===== config.mk =====
export PLATFORM = sky130hd
export DESIGN_NAME = pipe_ctrl
export DESIGN_NICKNAME = d
export VERILOG_FILES = /design/src/rtl/pipe_ctrl_pkg.sv /design/src/rtl/redir_hold.sv /design/src/rtl/pipe_ctrl.sv
export SDC_FILE = /design/constraint.sdc
export NUM_CORES = 1
export LEC_CHECK = 0
export BUFFER_PORTS_ARGS = -buffer_cell sky130_fd_sc_hd__buf_2
export CORE_UTILIZATION = 40
export CTS_CLUSTER_SIZE = 10
export DETAILED_ROUTE_END_ITERATION = 8
export GPL_TIMING_DRIVEN = 1
export PLACE_DENSITY = 0.67
export SETUP_SLACK_MARGIN = 0.15
export SYNTH_ARGS = -nofsm -noshare
export SYNTH_HDL_FRONTEND = slang
export SYNTH_HIERARCHICAL = 1
export SYNTH_SLANG_ARGS = --single-unit

===== constraint.sdc =====
create_clock -name clk -period 2.2 [get_ports clk]
set_input_delay 0.11 -clock clk [delete_from_list [all_inputs] [get_ports clk]]
set_output_delay 0.11 -clock clk [all_outputs]
set_load 0.02 [all_outputs]

===== src/rtl/pipe_ctrl_pkg.sv =====
// Shared types for the pipeline controller: per-register control encoding and
// the redirect-hold FSM states.
package pipe_ctrl_pkg;

  typedef enum logic [1:0] {
    ADV    = 2'b00,
    HOLD   = 2'b01,
    BUBBLE = 2'b10
  } stage_ctl_t;

  typedef enum logic {
    R_IDLE = 1'b0,
    R_PEND = 1'b1
  } redir_state_t;

  localparam int CTL_W      = 2;
  localparam int NSTAGE_MIN = 3;
  localparam int NSTAGE_MAX = 8;

endpackage


===== src/rtl/redir_hold.sv =====
// Redirect hold: keeps a branch redirect that arrives while an ifetch is outstanding
// and replays it, killing the stale fetch, in the cycle the ibus goes idle.
module redir_hold
  import pipe_ctrl_pkg::*;
#(
  parameter int PC_W = 64
) (
  input  logic            clk,
  input  logic            reset,
  input  logic            redir_acc,
  input  logic [PC_W-1:0] redir_pc,
  input  logic            ifetch_busy,
  output logic            pc_force,
  output logic [1:0]      pc_force_ctl,
  output logic            fetch_bubble,
  output logic            pc_sel,
  output logic [PC_W-1:0] pc_target,
  output logic            fetch_kill
);

  redir_state_t    state, state_nxt;
  logic [PC_W-1:0] latch_pc, latch_nxt;

  // NOTE: every signal driven here gets a default before the case, so no path
  // leaves a value unassigned and no latch is inferred.
  always_comb begin
    state_nxt    = state;
    latch_nxt    = latch_pc;
    pc_force     = 1'b0;
    pc_force_ctl = ADV;
    fetch_bubble = 1'b0;
    pc_sel       = 1'b0;
    pc_target    = redir_pc;
    fetch_kill   = 1'b0;

    case (state)
      R_IDLE: begin
        if (redir_acc) begin
          pc_force = 1'b1;
          if (ifetch_busy) begin
            pc_force_ctl = HOLD;
            latch_nxt    = redir_pc;
            state_nxt    = R_PEND;
          end else begin
            pc_force_ctl = ADV;
            pc_sel       = 1'b1;
          end
        end
      end
      R_PEND: begin
        pc_force     = 1'b1;
        fetch_bubble = 1'b1;
        // A fresh redirect is younger than the latched one and always wins.
        pc_target    = redir_acc ? redir_pc : latch_pc;
        if (ifetch_busy) begin
          pc_force_ctl = HOLD;
          if (redir_acc) latch_nxt = redir_pc;
        end else begin
          pc_force_ctl = ADV;
          pc_sel       = 1'b1;
          fetch_kill   = 1'b1;
          state_nxt    = R_IDLE;
        end
      end
      default: state_nxt = R_IDLE;
    endcase

    if (reset) begin
      pc_force     = 1'b0;
      fetch_bubble = 1'b0;
      pc_sel       = 1'b0;
      pc_target    = '0;
      fetch_kill   = 1'b0;
    end
  end

  // NOTE: sequential state uses non-blocking assignments so every register
  // samples pre-edge values regardless of statement order.
  always_ff @(posedge clk) begin
    if (reset) begin
      state    <= R_IDLE;
      // NOTE: the target latch is a plain data register, but it is cleared so a
      // reset mid-PEND can never resurface a stale address.
      latch_pc <= '0;
    end else begin
      state    <= state_nxt;
      latch_pc <= latch_nxt;
    end
  end

endmodule


===== src/rtl/pipe_ctrl.sv =====
// Parametrised in-order pipeline controller: stall/redirect decode into per-register
// advance/hold/bubble, pending-redirect handling, and saturating perf counters.
module pipe_ctrl
  import pipe_ctrl_pkg::*;
#(
  parameter int NSTAGE      = 5,
  parameter int REDIR_STAGE = 1,
  parameter int PC_W        = 64,
  parameter int CNT_W       = 32
) (
  input  logic                  clk,
  input  logic                  reset,
  input  logic [NSTAGE-1:0]     stage_wait,
  input  logic                  redir_valid,
  input  logic [PC_W-1:0]       redir_pc,
  input  logic                  ifetch_busy,
  output logic [1:0]            pc_ctl,
  output logic [2*NSTAGE-1:0]   stage_ctl,
  output logic                  pc_sel,
  output logic [PC_W-1:0]       pc_target,
  output logic                  fetch_kill,
  output logic [CNT_W-1:0]      stall_cnt,
  output logic [CNT_W-1:0]      flush_cnt
);

  localparam logic [CNT_W-1:0] CNT_ONE = {{(CNT_W-1){1'b0}}, 1'b1};

  stage_ctl_t ctl [NSTAGE];
  stage_ctl_t pc_ctl_int;
  logic       any_wait;
  logic       later_wait;
  logic       redir_acc;
  logic       seen;
  logic       pc_force;
  logic [1:0] pc_force_ctl;
  logic       fetch_bubble;

  assign any_wait   = |stage_wait;
  // Only waits at or beyond the resolving stage block a redirect; younger ones get flushed.
  assign later_wait = |stage_wait[NSTAGE-1:REDIR_STAGE];
  assign redir_acc  = redir_valid && !later_wait;

  redir_hold #(
    .PC_W (PC_W)
  ) u_redir_hold (
    .clk          (clk),
    .reset        (reset),
    .redir_acc    (redir_acc),
    .redir_pc     (redir_pc),
    .ifetch_busy  (ifetch_busy),
    .pc_force     (pc_force),
    .pc_force_ctl (pc_force_ctl),
    .fetch_bubble (fetch_bubble),
    .pc_sel       (pc_sel),
    .pc_target    (pc_target),
    .fetch_kill   (fetch_kill)
  );

  always_comb begin
    seen = 1'b0;
    // Walk from writeback toward fetch: the oldest waiting stage bubbles, everything younger holds.
    for (int i = NSTAGE - 1; i >= 0; i--) begin
      if (seen) begin
        ctl[i] = HOLD;
      end else if (stage_wait[i]) begin
        ctl[i] = BUBBLE;
        seen   = 1'b1;
      end else begin
        ctl[i] = ADV;
      end
    end

    for (int i = 0; i < REDIR_STAGE; i++) begin
      if (redir_acc) ctl[i] = BUBBLE;
    end
    if (fetch_bubble) ctl[0] = BUBBLE;

    pc_ctl_int = any_wait ? HOLD : ADV;
    if (pc_force) pc_ctl_int = stage_ctl_t'(pc_force_ctl);

    if (reset) begin
      pc_ctl_int = ADV;
      for (int i = 0; i < NSTAGE; i++) ctl[i] = BUBBLE;
    end
  end

  assign pc_ctl = pc_ctl_int;

  for (genvar g = 0; g < NSTAGE; g++) begin : g_pack
    assign stage_ctl[CTL_W*g +: CTL_W] = ctl[g];
  end

  always_ff @(posedge clk) begin
    if (reset) begin
      stall_cnt <= '0;
      flush_cnt <= '0;
    end else begin
      if (any_wait && (stall_cnt != '1)) stall_cnt <= stall_cnt + CNT_ONE;
      if (redir_acc && (flush_cnt != '1)) flush_cnt <= flush_cnt + CNT_ONE;
    end
  end

endmodule


==> results.md, run 1 <==
* Met3 wirelength from detailed routing at 1.29 mm
* Signed area change from the synthesized netlist to the final layout at 41.5%
* Syn Inst Count at 791
* Critical path peak fanout at 6
* Average detailed-routed wire length per instance at 15.3 um
* Clock tree from TritonCTS: built
* Number of storage elements in the synthesis netlist at 129
* Minimum clock period at 2.04 ns
* Share of power burned in combinational logic at 0.108
* Critical path startpoint category: register
* Longest Clk Path Bufs at 2
* Fin Setup TNS at 0 ns
* Net count after synthesis at 866
* Final hold viol count at 0
* Final instance area at 10200 um^2
* Number of top-level design ports at 215
* IO buf count at 212
* Count of distinct cell types in the synthesized netlist at 52
* IR drop worst, VDD at 0.519 mV
* Fillers at 1502
* Global-route usage over all layers at 0.210
* Largest net degree at the start of global routing at 78
* Critical path data required time at 2.50 ns
* Crit path capture type: register
* Endpoint arrival time on the critical path at 2.34 ns
* Final WS setup at 0.162 ns
* Total grt overflow at 0
* Met1 Routed Length at 9.27 mm
* 1st-iter DRT viols at 261
* Residual DRC count at 0
* Count of final setup violators at 0
* Worst hold margin at 0.0138 ns
* Pwr/cell area at 558 nW/um^2
* Worst min-delay path class: in -> reg
* Amount of wire on met2 after detailed routing at 9.48 mm
* Overall die area at 18700 um^2
* Clock-pin slew on the worst setup and hold paths at 0.06 ns
* Max-capacitance violation count at 0
* Site Rows at 48
* Top routing layer in use: met4
* Mean area per synthesized cell at 9.16 um^2
* Total via count in the routed design at 6946
* Sequential share of power at 0.410
* First-pass GRT wire length at 31.1 mm
* Switching portion of total power at 0.236
* Cts bufs inserted at 17
* Final Max Tran Viols at 0
* Tcrit/Tclk final at 0.926
* Part of the power in the clock network at 0.482
* Synth Warn # at 6
* Vias per Instance at 5.18
* Post-synthesis instance area at 7240 um^2
* Total clock sinks at 129
* Run status: complete, no violations
* Skew-Pair Late Insertion Delay at 0.42 ns
* Worst-margin pin slew at 0.607 ns
* Fin Clk Skew at 0.00990 ns
* Fin nets at 1179
* Standard cell core area at 17500 um^2
* P_int at 0.00437 W
* Initial Utilization at 0.415
* Chip Width at 137 um
* Count of nets left with antenna violations after detail routing at 0
* Final RePlAce weighted congestion at 0.814
* Setup repair after global routing missed its margin: yes
* Floorplan die height at 137 um
* Htree depth at 4
* Maximum achievable frequency at 491 MHz
* DR pass1 iterations at 4
* Root buf cell: clkbuf_16
* Placed cells at 1228
* Antenna diode count at 0
* Instance area at placement at 8720 um^2
* Final HPWL DP at 13.0 mm
* Routed wire length at 20.5 mm
* Remaining max-slew budget at the tightest pin at 0.595
* Register area share after synthesis at 0.356
* Layout cell share with drive strength beyond 1 at 0.349
* Via count of the first global-routing pass at 6278
* Leakage at 4.58 nW
* Classification of the worst setup path: reg -> reg
* Reported net switching power at 0.00135 W
* Number of antenna violations at the first check in global routing at 0
* Worst-case setup slack after placement at -0.116 ns
* Non-filler cells in the finished layout at 1341
-- state kept, by name, summed over array words and instances (netlist names) --
signal                 flops
flush_cnt                 32
u_redir_hold/state         1
u_redir_hold/latch_pc     64
stall_cnt                 32
-- worst paths after layout --
check        slack (ns)  depth (start not counted)     startpoint                        end
max                0.16                          6  stall_cnt[21]               stall_cnt[8]
min                0.01                          3   redir_pc[49]  u_redir_hold/latch_pc[49]
max reg2reg        0.16                          6  stall_cnt[21]               stall_cnt[8]
min reg2reg        0.48                          2  flush_cnt[19]              flush_cnt[19]
-- logic make-up (layout without fill, tap and decap cells) --
family	Yosys count	count (layout)	share of synthesized area
XOR/XNOR	2	2	0.00242
adder cells (fa/ha/maj)	2	2	0.00345
AND/OR/NAND/NOR	348	349	0.293
multiplexers	139	139	0.194
buffers and inverters	58	382	0.0570
other	2	2	0.00104
flip-flops	129	129	0.356
AO/OA/AOI/OAI	111	111	0.0929
-- area by class of cell --
class | count | area (um^2) | area share
Multi-Input combinational cell | 605 | 4410 | 0.430
Sequential cell | 129 | 2650 | 0.259
Timing Repair Buffer | 344 | 2310 | 0.225
Clock buffer | 25 | 485 | 0.0474
Tap cell | 225 | 282 | 0.0275
Clock inverter | 6 | 80.1 | 0.00781
Inverter | 7 | 26.3 | 0.00256
-- critical path, cell delays in order (launching register included) --
cell     delay [ns]
dfxtp_2        0.39
nand3_4        0.10
or4_4          0.56
nor4_4         0.38
buf_4          0.17
nor4b_1        0.05
mux2_2         0.27
-- cells in the final DEF (no fill, tap or decap), types with 3 or more instances in the layout --
master         count
buf_4             64
clkbuf_16         17
or4_1             21
nor2_1            35
and4_1             6
nor4_4             5
nor3b_1            4
dfxtp_4           13
inv_1              6
mux2_2             9
or3_1             24
o31ai_1           19
clkbuf_8           3
nor4_1             5
nand4_1           15
buf_12             8
nand2b_1         130
clkinv_2           4
dlygate4sd3_1     58
a21oi_1           44
o21ai_0           28
nand2_1           28
mux2i_1          130
o2111ai_1          3
buf_2            211
clkbuf_1           5
or4_4              4
nor3_1             7
dfxtp_1           98
nand3_1           25
buf_6              3
dfxtp_2           18
and3_1             4
nor2b_1           13
nand3_2            3
-- Yosys cell counts, drive strengths merged --
master | instances | share of area
mux2i | 130 | 0.18
nand2b | 130 | 0.11
dfxtp | 129 | 0.36
a21oi | 46 | 0.032
nor2 | 36 | 0.019
buf | 32 | 0.043
nand2 | 30 | 0.017
nand3 | 29 | 0.020
o21ai | 29 | 0.020
or4 | 25 | 0.026
or3 | 24 | 0.021
o31ai | 21 | 0.023
clkbuf | 19 | 0.010
nand4 | 17 | 0.016
nor2b | 14 | 0.012
nor4 | 11 | 0.020
mux2 | 9 | 0.014
nor3 | 9 | 0.0062
and4 | 7 | 0.0085
inv | 7 | 0.0036
and3 | 4 | 0.0035
nor3b | 4 | 0.0041
o2111ai | 3 | 0.0036
or2 | 3 | 0.0026
a21o | 2 | 0.0021
conb | 2 | 0.0010
ha | 2 | 0.0035
nor4b | 2 | 0.0024
o211ai | 2 | 0.0021
o21ba | 2 | 0.0028
xor2 | 2 | 0.0024
a2111oi | 1 | 0.0021
a211oi | 1 | 0.0010
a31oi | 1 | 0.00086
and2 | 1 | 0.00086
nand4b | 1 | 0.0012
o21a | 1 | 0.0010
o31a | 1 | 0.0012
o41ai | 1 | 0.0012
or3b | 1 | 0.0012
-- per-layer routing --
| metal | vias up | global-route usage |
|---|---|---|
| li1 | 3483 | - |
| met1 | 3227 | 0.267 |
| met2 | 202 | 0.348 |
| met3 | 34 | 0.0448 |
| met4 | 0 | 0.0802 |
| met5 | - | 0 |
-- repair_timing --
action | 4_1_cts | 5_1_grt
pin swaps | 1 | 14
endpoints found under the hold margin | 58 | 0
setup buffers | 4 | 18
gates cloned | 1 | 1
gates resized for setup | 6 | 44
setup endpoints to repair | 74 | 39
hold buffers | 58 | 0
-- power by group through the flow --
| stage | clock network, W | logic (W) | registers, W |
|---|---|---|---|
| floorplan | 0 | 0.000314 | 0.00242 |
| global placement | 0 | 0.000520 | 0.00241 |
| detailed placement | 0 | 0.000524 | 0.00241 |
| CTS | 0.00281 | 0.000609 | 0.00236 |
| global route | 0.00291 | 0.000667 | 0.00234 |
| finish | 0.00276 | 0.000617 | 0.00234 |
-- metrics by stage --
step	total power [W]	util
floorplan	0.00273	-
global placement	0.00293	0.499
detailed placement	0.00293	0.499
CTS	0.00578	0.569
global route	0.00592	0.586
finish	0.00572	0.586
No activity file was read; power rests on OpenSTA's default activity.
==> run 2, diff against run 1 <==
ABC_CLOCK_PERIOD_IN_PS = 2200   (was unset)
CORE_ASPECT_RATIO = 0.75   (was unset)
CORE_UTILIZATION = 35   (was 40)
PLACE_DENSITY = 0.6   (was 0.67)
==> run 2 against run 1 <==
Net effect:
- cell count increased by 3.2%
- sequential cell count unchanged
- sequential share of layout area decreased by 0.39 points
- sequential power about the same
- count of clock-buffer cells in the layout decreased by 6
- critical endpoint is now flush_cnt[17]
- cell area increased by 0.44%
- clock skew increased by 0.0036 ns
- global-route usage decreased by 2.6 points
- via count decreased by 1.1%
- largest cell class unchanged
- routed wire length decreased by 2.8%
- largest power group unchanged
- non-clock buffer count increased by 9
- first-iteration DRC count increased by 10%
==> results.md, run 2 (synthesis results as in run 1) <==
* Skew-Pair Late Insertion Delay at 0.41 ns (about the same)
* Number of antenna violations at the first check in global routing at 0 (unchanged)
* Clock tree from TritonCTS: built
* Flop2flop setup slack at 0.20 ns (+0.04 ns)
* Via count of the first global-routing pass at 6246 (-0.51%)
* Final Max Tran Viols at 0 (unchanged)
* Htree depth at 4 (unchanged)
* Worst min-delay path class: in -> reg
* Longest Clk Path Bufs at 2 (unchanged)
* Critical path peak fanout at 5 (-1)
* Antenna diode count at 0 (unchanged)
* Layout cell share with drive strength beyond 1 at 0.341 (-0.00843)
* Clock-pin slew on the worst setup and hold paths at 0.06 ns (about the same)
* Overall die area at 21300 um^2 (+14%)
* Vias per Instance at 4.96 (-4.2%)
* Registers with the highest flip-flop counts: u_redir_hold/latch_pc (64), flush_cnt (32), stall_cnt (32)
* Floorplan die height at 127 um (-7.3%)
* Fin nets at 1188 (+0.76%)
* Worst-margin pin slew at 0.606 ns (-0.00128 ns)
* Cts bufs inserted at 17 (unchanged)
* Initial Utilization at 0.357 (-0.0571)
* Site Rows at 45 (-6.3%)
* Critical path data required time at 2.49 ns (about the same)
* Average detailed-routed wire length per instance at 14.4 um (-5.8%)
* Crit path capture type: register
* Chip Width at 168 um (+23%)
* Endpoint arrival time on the critical path at 2.29 ns (-0.05 ns)
* Total clock sinks at 129 (unchanged)
* Run status: complete, no violations
* Minimum clock period at 2.00 ns (-0.0361 ns)
* Root buf cell: clkbuf_16
* Global-route usage over all layers at 0.184 (-0.0262)
* Util after Layout at 0.508 (-0.0786)
* Largest net degree at the start of global routing at 71 (-9.0%)
* Fin Clk Skew at 0.0135 ns (+0.00360 ns)
* DR pass1 iterations at 4 (unchanged)
* Final RePlAce weighted congestion at 0.832 (+2.2%)
* Total grt overflow at 0 (unchanged)
* Classification of the worst setup path: reg -> reg
* First-pass GRT wire length at 31.7 mm (+1.9%)
* Number of flip-flops in the largest register at 64 (unchanged)
* Standard cell core area at 20300 um^2 (+16%)
* Setup repair after global routing missed its margin: yes
* Number of top-level design ports at 215 (unchanged)
* Tcrit/Tclk final at 0.910 (-0.0164)
* Max-capacitance violation count at 0 (unchanged)
* Leakage at 4.59 nW (+0.34%)
* IO buf count at 212 (unchanged)
* Final hold viol count at 0 (unchanged)
* Commonest cells after routing, fill and taps aside: buf_2 (211), mux2i_1 (130), nand2b_1 (130)
* Residual DRC count at 0 (unchanged)
* 1st-iter DRT viols at 287 (+10%)
* Worst hold margin at 0.0319 ns (+0.0181 ns)
* Maximum achievable frequency at 500 MHz (+1.8%)
* Sum of internal, switching and leakage power at 0.00575 W (+0.54%)
* Most common library cell in the layout ignoring fill and taps: buf_2
* Final HPWL DP at 13.3 mm (+2.5%)
* Critical path startpoint category: register
* Count of final setup violators at 0 (unchanged)
* Total via count in the routed design at 6868 (-1.1%)
* Signed area change from the synthesized netlist to the final layout at 42.1%
* Remaining max-slew budget at the tightest pin at 0.596 (+0.000856)
* Largest reg by FF count: u_redir_hold/latch_pc
* Pwr/cell area at 558 nW/um^2 (about the same)
* Count of nets left with antenna violations after detail routing at 0 (unchanged)
* Routed wire length at 19.9 mm (-2.8%)
* IR drop worst, VDD at 0.365 mV (-30%)
## run 2: what timing repair did
action / in CTS / in global routing
setup endpoints to repair: 67 / 37
hold buffers: 64 / 0
buffers inserted: 6 / 11
gates cloned: 2 / 0
pin swaps: 4 / 9
endpoints found under the hold margin: 64 / 0
resized for setup: 3 / 23
## run 2: final cells by class
class,count,area [um^2]
Clock buffer,19,453
Clock inverter,13,128
Fill cell,1896,9970
Inverter,7,26.3
Multi-Input combinational cell,605,4360
Sequential cell,129,2630
Tap cell,258,323
Timing Repair Buffer,353,2380
## run 2: stage by stage
step                      worst slack (ns)  cell area [um^2]  setup TNS, ns  std cells
after global placement              0.0319              8830              0       1269
after floorplan                      0.145              7320              0        791
final                                0.198             10300              0       1384
after global routing                 0.107             10300              0       1384
after CTS                            0.111             10100              0       1373
after detailed placement           -0.0366              8830        -0.0709       1269
## run 2: path summary, 6_finish.rpt
check	endpoint	cells after the start	startpoint
hold reg to reg	u_redir_hold/latch_pc[57]	2	u_redir_hold/latch_pc[57]
hold / removal	u_redir_hold/state	2	ifetch_busy
setup reg to reg	flush_cnt[17]	6	flush_cnt[12]
setup / recovery	flush_cnt[17]	6	flush_cnt[12]
## run 2: where the power goes
| group | switching (W) | internal (W) |
|---|---|---|
| combinational | 0.000325 | 0.000297 |
| clock | 0.00114 | 0.00163 |
| sequential | 0.00000519 | 0.00234 |
## run 2: worst max-delay path, stage by stage (launching register included)
cell,delay [ns]
dfxtp_4,0.36
nand4_1,0.26
or4_4,0.50
nor4_4,0.25
buf_4,0.19
nor4_1,0.06
mux2_2,0.26
## run 2: per-layer routing
layer | wire length (um) | vias to the layer above | share of wire | track usage
li1 | - | 3513 | - | -
met1 | 10000 | 3174 | 0.50 | 0.259
met2 | 8670 | 155 | 0.44 | 0.272
met3 | 858 | 26 | 0.043 | 0.0465
met4 | 366 | 0 | 0.018 | 0.0636
met5 | 0 | - | 0 | 0
